===== src/rtl/i2c_reg_sequencer_pkg.sv =====
// Shared command codes, sequencer state encodings and the state-to-command map
// used by the I2C register sequencer.
package i2c_reg_sequencer_pkg;

   localparam logic [2:0] k_START_CMD   = 3'd0;
   localparam logic [2:0] k_WRITE_CMD   = 3'd1;
   localparam logic [2:0] k_READ_CMD    = 3'd2;
   localparam logic [2:0] k_STOP_CMD    = 3'd3;
   localparam logic [2:0] k_RESTART_CMD = 3'd4;

   localparam logic [3:0] k_seq_IDLE    = 4'd0;
   localparam logic [3:0] k_seq_START   = 4'd1;
   localparam logic [3:0] k_seq_ADDR_W  = 4'd2;
   localparam logic [3:0] k_seq_REG     = 4'd3;
   localparam logic [3:0] k_seq_WDATA   = 4'd4;
   localparam logic [3:0] k_seq_RESTART = 4'd5;
   localparam logic [3:0] k_seq_ADDR_R  = 4'd6;
   localparam logic [3:0] k_seq_RDATA   = 4'd7;
   localparam logic [3:0] k_seq_STOP    = 4'd8;
   localparam logic [3:0] k_seq_RESP    = 4'd9;

   function automatic logic [2:0] f_state_cmd(input logic [3:0] i_state);
      case (i_state)
         k_seq_START:   f_state_cmd = k_START_CMD;
         k_seq_RESTART: f_state_cmd = k_RESTART_CMD;
         k_seq_RDATA:   f_state_cmd = k_READ_CMD;
         k_seq_STOP:    f_state_cmd = k_STOP_CMD;
         default:       f_state_cmd = k_WRITE_CMD;
      endcase
   endfunction

endpackage


===== src/rtl/i2c_reg_sequencer.sv =====
// Expands one single-byte register read/write into the I2C master command
// sequence, with slave-NACK reporting and a per-command completion timeout.
module i2c_reg_sequencer
   import i2c_reg_sequencer_pkg::*;
#(
   parameter logic [15:0] TIMEOUT = 16'd50000
) (
   input  logic       clk,
   input  logic       reset,
   input  logic       req_valid,
   output logic       req_ready,
   input  logic       req_rw,
   input  logic [6:0] req_dev,
   input  logic [7:0] req_reg,
   input  logic [7:0] req_wdata,
   output logic       resp_valid,
   output logic [7:0] resp_rdata,
   output logic       resp_err,
   output logic       resp_timeout,
   output logic [2:0] m_cmd,
   output logic [7:0] m_din,
   output logic       m_nack,
   output logic       m_wr,
   input  logic       m_ready,
   input  logic       m_done_tick,
   input  logic [7:0] m_dout,
   input  logic       m_ack
);

   logic [3:0]  r_state;
   logic        r_issued;
   logic [15:0] r_cnt;
   logic        r_rw;
   logic [6:0]  r_dev;
   logic [7:0]  r_reg;
   logic [7:0]  r_wdata;
   logic        r_req_ready;
   logic        r_resp_valid;
   logic [7:0]  r_resp_rdata;
   logic        r_resp_err;
   logic        r_resp_timeout;
   logic [2:0]  r_m_cmd;
   logic [7:0]  r_m_din;
   logic        r_m_nack;
   logic        r_m_wr;

   logic [3:0]  w_next;
   logic [7:0]  w_din;
   logic        w_nack_err;

   always_comb begin
      w_din = 8'hFF;
      case (r_state)
         k_seq_ADDR_W: w_din = {r_dev, 1'b0};
         k_seq_REG:    w_din = r_reg;
         k_seq_WDATA:  w_din = r_wdata;
         k_seq_ADDR_R: w_din = {r_dev, 1'b1};
         default:      w_din = 8'hFF;
      endcase
   end

   // The RDATA ack slot belongs to the master (NACK), so it is never an error.
   always_comb begin
      w_nack_err = 1'b0;
      case (r_state)
         k_seq_ADDR_W, k_seq_REG, k_seq_WDATA, k_seq_ADDR_R: w_nack_err = ~m_ack;
         default: w_nack_err = 1'b0;
      endcase
   end

   always_comb begin
      w_next = k_seq_IDLE;
      case (r_state)
         k_seq_START:   w_next = k_seq_ADDR_W;
         k_seq_ADDR_W:  w_next = w_nack_err ? k_seq_STOP : k_seq_REG;
         k_seq_REG:     w_next = w_nack_err ? k_seq_STOP : (r_rw ? k_seq_RESTART : k_seq_WDATA);
         k_seq_WDATA:   w_next = k_seq_STOP;
         k_seq_RESTART: w_next = k_seq_ADDR_R;
         k_seq_ADDR_R:  w_next = w_nack_err ? k_seq_STOP : k_seq_RDATA;
         k_seq_RDATA:   w_next = k_seq_STOP;
         k_seq_STOP:    w_next = k_seq_RESP;
         default:       w_next = k_seq_IDLE;
      endcase
   end

   always_ff @(posedge clk or posedge reset) begin
      if (reset) begin
         r_state        <= k_seq_IDLE;
         r_issued       <= 1'b0;
         r_cnt          <= 16'd0;
         r_rw           <= 1'b0;
         r_dev          <= 7'd0;
         r_reg          <= 8'd0;
         r_wdata        <= 8'd0;
         r_req_ready    <= 1'b1;
         r_resp_valid   <= 1'b0;
         r_resp_rdata   <= 8'd0;
         r_resp_err     <= 1'b0;
         r_resp_timeout <= 1'b0;
         r_m_cmd        <= k_START_CMD;
         r_m_din        <= 8'd0;
         r_m_nack       <= 1'b1;
         r_m_wr         <= 1'b0;
      end else begin
         r_m_wr       <= 1'b0;
         r_resp_valid <= 1'b0;
         case (r_state)
            k_seq_IDLE: begin
               if (req_valid) begin
                  r_req_ready    <= 1'b0;
                  r_rw           <= req_rw;
                  r_dev          <= req_dev;
                  r_reg          <= req_reg;
                  r_wdata        <= req_wdata;
                  r_resp_rdata   <= 8'd0;
                  r_resp_err     <= 1'b0;
                  r_resp_timeout <= 1'b0;
                  r_cnt          <= 16'd0;
                  r_state        <= k_seq_START;
                  // Issue START on the accept edge so it leaves one cycle later.
                  if (m_ready) begin
                     r_m_wr   <= 1'b1;
                     r_m_cmd  <= k_START_CMD;
                     r_m_din  <= 8'hFF;
                     r_m_nack <= 1'b1;
                     r_issued <= 1'b1;
                  end
               end
            end
            k_seq_START, k_seq_ADDR_W, k_seq_REG, k_seq_WDATA, k_seq_RESTART,
            k_seq_ADDR_R, k_seq_RDATA, k_seq_STOP: begin
               if (!r_issued) begin
                  if (m_ready) begin
                     r_m_wr   <= 1'b1;
                     r_m_cmd  <= f_state_cmd(r_state);
                     r_m_din  <= w_din;
                     r_m_nack <= 1'b1;
                     r_issued <= 1'b1;
                     r_cnt    <= 16'd0;
                  end
               end else if (m_done_tick) begin
                  r_issued <= 1'b0;
                  r_state  <= w_next;
                  if (w_nack_err)
                     r_resp_err <= 1'b1;
                  if (r_state == k_seq_RDATA)
                     r_resp_rdata <= m_dout;
                  if (r_state == k_seq_STOP)
                     r_resp_valid <= 1'b1;
               end else if (r_cnt == TIMEOUT) begin
                  // Master presumed hung: report without attempting a STOP.
                  r_issued       <= 1'b0;
                  r_resp_timeout <= 1'b1;
                  r_resp_rdata   <= 8'd0;
                  r_resp_valid   <= 1'b1;
                  r_state        <= k_seq_RESP;
               end else begin
                  r_cnt <= r_cnt + 16'd1;
               end
            end
            k_seq_RESP: begin
               r_req_ready <= 1'b1;
               r_state     <= k_seq_IDLE;
            end
            default: begin
               r_issued    <= 1'b0;
               r_req_ready <= 1'b1;
               r_state     <= k_seq_IDLE;
            end
         endcase
      end
   end

   assign req_ready    = r_req_ready;
   assign resp_valid   = r_resp_valid;
   assign resp_rdata   = r_resp_rdata;
   assign resp_err     = r_resp_err;
   assign resp_timeout = r_resp_timeout;
   assign m_cmd        = r_m_cmd;
   assign m_din        = r_m_din;
   assign m_nack       = r_m_nack;
   assign m_wr         = r_m_wr;

endmodule


===== config.mk =====
export PLATFORM = sky130hd
export DESIGN_NAME = i2c_reg_sequencer
export DESIGN_NICKNAME = d
export VERILOG_FILES = /design/src/rtl/i2c_reg_sequencer_pkg.sv /design/src/rtl/i2c_reg_sequencer.sv
export SDC_FILE = /design/constraint.sdc
export NUM_CORES = 1
export LEC_CHECK = 0
export BUFFER_PORTS_ARGS = -buffer_cell sky130_fd_sc_hd__buf_2
export CORE_MARGIN = 2
export CORE_UTILIZATION = 56
export CTS_CLUSTER_SIZE = 12
export DETAILED_ROUTE_END_ITERATION = 7
export GPL_ROUTABILITY_DRIVEN = 0
export MAX_ROUTING_LAYER = met4
export PLACE_DENSITY_LB_ADDON = 0.15
export SYNTH_ARGS = -nofsm -noshare
export SYNTH_HDL_FRONTEND = slang
export SYNTH_SLANG_ARGS = --single-unit

===== constraint.sdc =====
create_clock -name clk -period 3.06 [get_ports clk]
set_clock_uncertainty 0.15 [all_clocks]
set_input_delay 0.306 -clock clk [delete_from_list [all_inputs] [get_ports clk]]
set_output_delay 0.306 -clock clk [all_outputs]
set_load 0.01 [all_outputs]

* After elaboration in Yosys (flattened, before gate mapping)
Cells that the tools add are included.
Cells by class: equality and inequality tests 24, $mul 0, shift-type cells 0, div/mod/pow operators 0, multiplexer cells 64, bitwise gates (word level) 3, order comparisons 0, reductions and logical operators 15, $add $sub $neg 1
Operator list (number):
- $mux W16 | 5
- $mux W8 | 9
- $pmux W16 S2 | 1
- $pmux W8 S2 | 2
- $pmux W8 S4 | 1
- $mux W4 | 7
- $pmux W4 S7 | 1
- $mux W1 | 25
- $reduce_and A5 Y1 | 5
- $ne A2 B2 Y1 const B | 9
- $add A16 B1 Y16 const B | 1
- $eq A16 B16 Y1 const B | 1
- $eq A4 B3 Y1 const B | 4
- $ne A3 B3 Y1 const B | 5
- $mux W3 | 4
- $pmux W3 S4 | 1
- $pmux W1 S2 | 5
- $reduce_and A3 Y1 | 3
- $eq A4 B2 Y1 const B | 2
- $eq A4 B4 Y1 const B | 2
- $pmux W4 S2 | 1
- $reduce_or A8 Y1 | 1
- $pmux W3 S2 | 1
- $eq A4 B1 Y1 const B | 1
- 7 further kinds | 10
Word-level totals: memory bits (read-only) 0, latch bits 0, word-level logic and storage cells 123, memories kept 0, memory bits (writable) 0, bits in registers 70

* Logic depth before layout (Yosys ltp)
Gate-level depths: netlist of the first run.
word-level depth 8, gate-level depth with buffers 8, depth with buffers taken out 7

* Least setup slack after synthesis of the first run
Ideal clock, no wire load.
path type reg-to-reg, start point register r_state[2], end point register r_cnt[15], cell stages (with the launch flop) 8, slack 863 ps, required time 2832 ps, period minus slack after synthesis 2197 ps, arrival 1969 ps, buffers on the path 2, cells stage by stage dfrtp_1 -> buf_6 -> or3_1 -> buf_6 -> a311oi_4 -> o21ai_2 -> or4_1 -> a21oi_1
On the way: word-level cells in the longest chain between the ends 4, elaborated cells between the ends (all ways) 17, those cells by class 12 x eq/ne; 1 x mux; 4 x reduce/logical
RTL lines:
- start, declared | line i2c_reg_sequencer.sv:30 | logic [3:0] r_state;
- start signal, assigned | line i2c_reg_sequencer.sv:88 | r_state <= k_seq_IDLE;
- start signal, assigned | line i2c_reg_sequencer.sv:119 | r_state <= k_seq_START;
- start signal, assigned | line i2c_reg_sequencer.sv:143 | r_state <= w_next;
- $eq A4 B3 Y1 (tied with other cells) | line i2c_reg_sequencer.sv:107 | case (r_state)
- $reduce_or A8 Y1 | line i2c_reg_sequencer.sv:107
- $ne A3 B3 Y1 (no line) / $reduce_bool A2 Y1 (equally long branches)
- $reduce_and A5 Y1 (no line)
- end signal, assigned | line i2c_reg_sequencer.sv:158 | r_cnt <= r_cnt + 16'd1;
- end, declared | line i2c_reg_sequencer.sv:32 | logic [15:0] r_cnt;
Parallel ways exist; a longest one is shown, timed or not. A chain may end at the register's enable or synchronous reset.

* Worst setup path after layout of the first run
start point register r_state[0], end point register r_m_din[2], in the netlist m_din[2]
On the way: word-level cells in the longest chain between the ends 5, elaborated cells between the ends (all ways) 20, those cells by class 12 x eq/ne; 4 x mux; 4 x reduce/logical
RTL lines:
- $eq A4 B3 Y1 / $eq A4 B2 Y1 (equally long branches) | line i2c_reg_sequencer.sv:53, i2c_reg_sequencer.sv:107
- $pmux W8 S4 | line i2c_reg_sequencer.sv:53 | case (r_state)
- $mux W8 | line i2c_reg_sequencer.sv:133 | if (m_ready) begin
- $mux W8 | line i2c_reg_sequencer.sv:132 | if (!r_issued) begin
- $pmux W8 S2 | line i2c_reg_sequencer.sv:107
- end signal, assigned | line i2c_reg_sequencer.sv:136 | r_m_din <= w_din;
- end, declared | line i2c_reg_sequencer.sv:43 | logic [7:0] r_m_din;
Parallel ways exist; a longest one is shown, timed or not. The select of a mux whose other input is x is not followed.

==> results of run 1 <==
## Yosys cell counts (all sizes together), types with 6 or more instances
library cell and count:
nand2 108, a21oi 13, dfrtp 68, nor2 34, a2bb2oi 7, mux2i 9
o22ai 9, buf 7, o211ai 6, o21ai 22, clkbuf 17, nor3 6
xor2 7, or3 6, inv 17
## power by group through the flow
stage | Clock [mW] | Combinational, mW | Sequential (mW)
finish | 0.827 | 1.64 | 1.45
global route | 0.873 | 1.83 | 1.49
CTS | 0.838 | 1.63 | 1.45
detailed placement | 0 | 1.61 | 1.46
global placement | 0 | 1.56 | 1.45
floorplan | 0 | 1.14 | 1.46
## final timing paths
check / from / end / cells after the start / slack (ns)
worst max-delay path: r_state[0] / m_din[2] / 6 / 0.50
worst min-delay path: req_reg[5] / r_reg[5] / 3 / 0.007
worst max register to register: r_state[0] / m_din[2] / 6 / 0.50
worst min register to register: r_wdata[2] / r_wdata[2] / 2 / 0.33
max in group asynchronous: reset / m_nack / 4 / 2.00
min in group asynchronous: reset / r_cnt[15] / 4 / 0.44
## area by class of cell
class,count,share of cell area
clock inverters,6,0.01999
multi-input cells,285,0.3686
well taps,75,0.02205
clock buffers,10,0.03233
inverters,17,0.01499
repair buffers,88,0.1299
flip-flops and latches,70,0.4121
## placed cells by master (no fill, tap or decap), types with 3 or more instances in the layout
| cell type | synthesis | routed |
|---|---|---|
| clkbuf_8 | 0 | 10 |
| o21ai_0 | 19 | 18 |
| a21o_1 | 3 | 3 |
| buf_4 | 0 | 11 |
| nand2b_1 | 5 | 5 |
| nand4_1 | 3 | 3 |
| buf_2 | 1 | 62 |
| a31oi_1 | 5 | 5 |
| nor2_1 | 34 | 34 |
| nand2_1 | 108 | 108 |
| dfrtp_1 | 68 | 68 |
| nor3_1 | 6 | 6 |
| or4_1 | 4 | 4 |
| nand3_1 | 5 | 5 |
| inv_1 | 17 | 16 |
| mux2i_1 | 9 | 9 |
| a21oi_1 | 13 | 13 |
| o211ai_1 | 6 | 6 |
| dlygate4sd3_1 | 0 | 14 |
| xor2_1 | 7 | 7 |
| o22ai_1 | 9 | 9 |
| or3_1 | 6 | 6 |
| a2bb2oi_1 | 7 | 7 |
| nor4_1 | 3 | 3 |
## what timing repair did
action	in CTS	in global routing
endpoints found under the hold margin	81	0
hold buffers	14	0
endpoints found under the setup margin	0	0
## metal layers
| layer | track usage | wire (µm) | vias to the layer above |
|---|---|---|---|
| met2 | 0.4084 | 4064 | 86 |
| li1 | - | - | 1498 |
| met4 | 0.09538 | 142 | 0 |
| met3 | 0.03877 | 322 | 17 |
| met1 | 0.3412 | 3775 | 1479 |
| met5 | - | 0 | - |
## kinds of logic (layout without fill, tap and decap cells)
kind of cell,Yosys count,count (layout),share of synthesized area
DFF,70,70,0.5021
xor gates and xnor gates,8,8,0.02006
and+or+nand+nor,184,184,0.2321
AOI/OAI and AO/OA,81,81,0.1608
buffers and inverters,41,121,0.04871
adders and majority gates,2,2,0.007162
muxes,10,10,0.02901
## worst reg2reg max path, stage by stage, from the launching register on
cell,delay [ns]
dfrtp_1,0.47
buf_4,0.21
o31a_1,0.33
nor3_1,0.49
o21ai_1,0.33
buf_4,0.28
o21ai_0,0.21
==> run summary, run 1 <==
Final worst slack: 0.5045 ns
Sequential area share after synthesis: 0.5021
Number of placed I/O pins: 63
Global route overflow: 0
Startpoint Class: register
Max H-tree Level: 3
Max-cap violations: 0
Pre-CTS setup slack: 0.5584 ns
Post-DRT Antenna Nets: 0
Multi-input combinational cell area: 1569 µm²
Post-CTS Setup Bufs: 0
Placed Cells: 521
Critical Path, Cell by Cell: buf_4 -> o31a_1 -> nor3_1 -> o21ai_1 -> buf_4 -> o21ai_0
Critical Path Max Stage Delay: 0.49 ns
Ranking of synthesized cells by area: dfrtp_1 (49%), nand2_1 (12%), nor2_1 (3.7%)
Post-DP HPWL: 5504 µm
Largest net degree at the start of global routing: 71
Clock Root Buffer: clkbuf_8
P_leak: 2.077 nW
Yosys cell types: 50
Initial drt markers: 205
Fin util: 0.7105
Hold Path Class: input port to register
Number of vias per cell: 5.590
Final instance area: 4257 µm²
WP data arrival: 2.67 ns
Yosys top cell area share: 0.4871
Largest register by flop count: r_cnt
Sw Share: 0.4000
Area leader, netlist: dfrtp_1
CTS Buf Count: 9
# rows: 28
Worst relative slew slack: 0.4232
Comb power frac: 0.419
Post-synthesis cell count: 396
CORE AREA: 5991 µm²
Top cell by count, worst path: buf_4
Overall routing resource usage: 0.2584
DIE AREA: 6886 µm²
#FFs+latches synth: 70
Via Count: 3080
Setup TNS: 0 ns
Delay-heaviest family, CP: compound AO/OA/AOI/OAI gates
Max Clock Freq: 391.3 MHz
Worst skew pair latency: 0.35 ns
Top FF cell, synth: dfrtp_1
Synthesized cell area: 3493 µm²
Area growth from synthesis to layout: 21.85%
Ys Warns: 0
Crit. End Element: register
Avg WL per Cell: 15.07 µm
# setup viols final: 0
Synth async-reset ratio: 1.000
Port Buffers: 62
Initial DRT Pass Iterations: 4
Part of the cycle the worst path needs: 0.8351
Hold WS: 0.007461 ns
Antenna cell count: 0
Critical path type: register to register
Final WL: 8305 µm
Nets: 511
Clock power share: 0.211
Clock-pin slew on the worst setup and hold paths: 0.08 ns
Post-synth EDFFs: 0
Fillers: 492
Final hold vios: 0
Worst path bufs/invs: 2
CTS tree: done
Number of global-route vias before repair: 2950
Worst vdd ir: 0.0005584 V
Largest register FFs: 16
Syn_nets: 436
Synth Area per Inst: 8.822 µm²
Final Max Tran Viols: 0
Layout cells sized above 1: 0.2122
Post-Layout Cell Count: 551
First-pass GRT wire length: 13880 µm
Initial antenna violation count: 0
Net switching power figure: 1.568 mW
Placed Area: 3894 µm²
Die Ht: 82.98 µm
Crit-path max FO: 17
Fin crit period: 2.555 ns
Starting density of the core: 0.5831
Overall power: 3.920 mW
Slowest-stage cell, CP: nor3_1
Status: completed
DRC errors left: 0
Worst Path Required: 3.17 ns
Worst Tran Pin Value: 0.8631 ns
Die Width: 82.98 µm
CTS Sinks: 70
PwrDens: 920.9 nW/µm²
Sequential power share: 0.370
PostCTS Resize Cnt: 0
CTS max path bufs: 2
Internal: 2.352 mW
RSZ-0062 raised after global routing: no
Storage cell area: 1754 µm²
Note: power is estimated with default switching activity, not from simulation.
==> inputs of run 2 (changes only) <==
clock period = 2.4 ns   (was 3.06 ns; I/O delays follow)
==> run 2 against run 1 <==
  * Clock power is 16% higher
  * Global-route usage is 0.68 points higher
  * Sequential cell count did not move
  * Sequential power up 25%
  * Worst hold slack hardly changed
  * Critical path depth increased by 1
  * Highest routed layer unchanged
  * First-iteration DRC count is 16% lower
  * Critical endpoint is now m_din[0]
  * Final cell count is 4.4% higher
  * Core utilization is 3.3 points higher
==> run summary, run 2 (same netlist as run 1, synthesis figures left out) <==
CTS tree: done
Port Buffers: 62
Final hold vios: 0
Status: completed
DIE AREA: 6886 µm²
Fillers: 446
Crit-path max FO: 23
Fin crit period: 2.207 ns
Most common cell after layout, fill and taps aside: nand2_1
Via Count: 3205
Setup TNS: 0 ns
Die Ht: 82.98 µm
Antenna cell count: 0
Clock Root Buffer: clkbuf_8
PwrDens: 1120 nW/µm²
Final instance area: 4457 µm²
Final Max Tran Viols: 0
CTS max path bufs: 2
First-pass GRT wire length: 14560 µm
Layout cells sized above 1: 0.2140
Initial DRT Pass Iterations: 5
# rows: 28
RSZ-0062 raised after global routing: no
Post-DRT Antenna Nets: 0
Worst vdd ir: 0.0007456 V
Avg WL per Cell: 14.84 µm
Crit. End Element: register
Hold Path Class: input port to register
Overall routing resource usage: 0.2652
Area growth from synthesis to layout: 27.58%
Global route overflow: 0
Nets: 535
Worst skew pair latency: 0.34 ns
Post-DP HPWL: 5496 µm
Placed Area: 3946 µm²
Largest register FFs: 16
Largest net degree at the start of global routing: 71
Max-cap violations: 0
Initial antenna violation count: 0
Die Width: 82.98 µm
# setup viols final: 0
CTS Buf Count: 9
Max H-tree Level: 3
Clock-pin slew on the worst setup and hold paths: 0.08 ns
P_leak: 2.169 nW
CORE AREA: 5991 µm²
WP data arrival: 2.27 ns
CTS Sinks: 70
Part of the cycle the worst path needs: 0.9196
Max Clock Freq: 453.1 MHz
R2R Setup Slk: 0.19 ns
Post-CTS Setup Bufs: 0
Most frequent cells in the layout: nand2_1 (108), dfrtp_1 (68), buf_2 (62)
Initial drt markers: 173
Largest register by flop count: r_cnt
Startpoint Class: register
Number of global-route vias before repair: 3217
Critical path type: register to register
Worst relative slew slack: 0.6648
Number of placed I/O pins: 63
Worst Path Required: 2.46 ns
Overall power: 4.992 mW
Number of vias per cell: 5.574
DRC errors left: 0
Worst Tran Pin Value: 0.4983 ns
Final WL: 8531 µm
Starting density of the core: 0.5831
## run 2: critical path: stages (launching register included)
cell and delay [ns]:
dfrtp_1 0.38, buf_4 0.18, o31a_1 0.36, nor3_1 0.43
o21ai_1 0.19, buf_4 0.24, nand2_1 0.08, o21ai_0 0.08
## run 2: report_power, final
group          switching [mW]  internal [mW]
clock network           0.454          0.509
logic                    1.33          0.887
registers               0.224           1.58
## run 2: cell type report
| type | instances | area [µm²] | share of cell area |
|---|---|---|---|
| multi-input cells | 285 | 1569 | 0.3520 |
| inverters | 17 | 63.81 | 0.01432 |
| clock inverters | 5 | 58.81 | 0.01319 |
| flip-flops and latches | 70 | 1754 | 0.3936 |
| clock buffers | 11 | 141.4 | 0.03172 |
| repair buffers | 112 | 775.7 | 0.1741 |
| well taps | 75 | 93.84 | 0.02106 |
## run 2: per-layer routing
| layer | up-vias | GRT usage | part of all wire |
|---|---|---|---|
| li1 | 1545 | - | - |
| met1 | 1550 | 0.3517 | 0.45 |
| met2 | 100 | 0.4282 | 0.49 |
| met3 | 10 | 0.03877 | 0.050 |
| met4 | 0 | 0.07750 | 0.011 |
| met5 | - | - | 0 |
## run 2: path summary, 6_finish.rpt
| path | from | endpoint | cells past startpoint |
|---|---|---|---|
| min in group asynchronous | reset | resp_rdata[0] | 4 |
| setup reg to reg | r_state[1] | m_din[0] | 7 |
| hold reg to reg | r_rw | r_rw | 2 |
| hold / removal | m_dout[4] | resp_rdata[4] | 3 |
| max in group asynchronous | reset | req_ready | 4 |
| setup / recovery | r_state[1] | m_din[0] | 7 |
## run 2: through the flow
step	worst slack, ns	hold WS [ns]	utilization	std cells
finish	0.1930	0.007886	0.7439	575
global route	0.09340	0.02578	0.7439	575
CTS	0.2098	0.003029	0.7423	574
detailed placement	0.2141	0.1967	0.6587	528
global placement	0.2829	0.1943	0.6587	528
floorplan	0.2027	0.1954	-	396
## run 2: what timing repair did
item                      CTS  global route
hold buffers               30             1
gates resized for setup     0             0
hold endpoints to repair   97             1
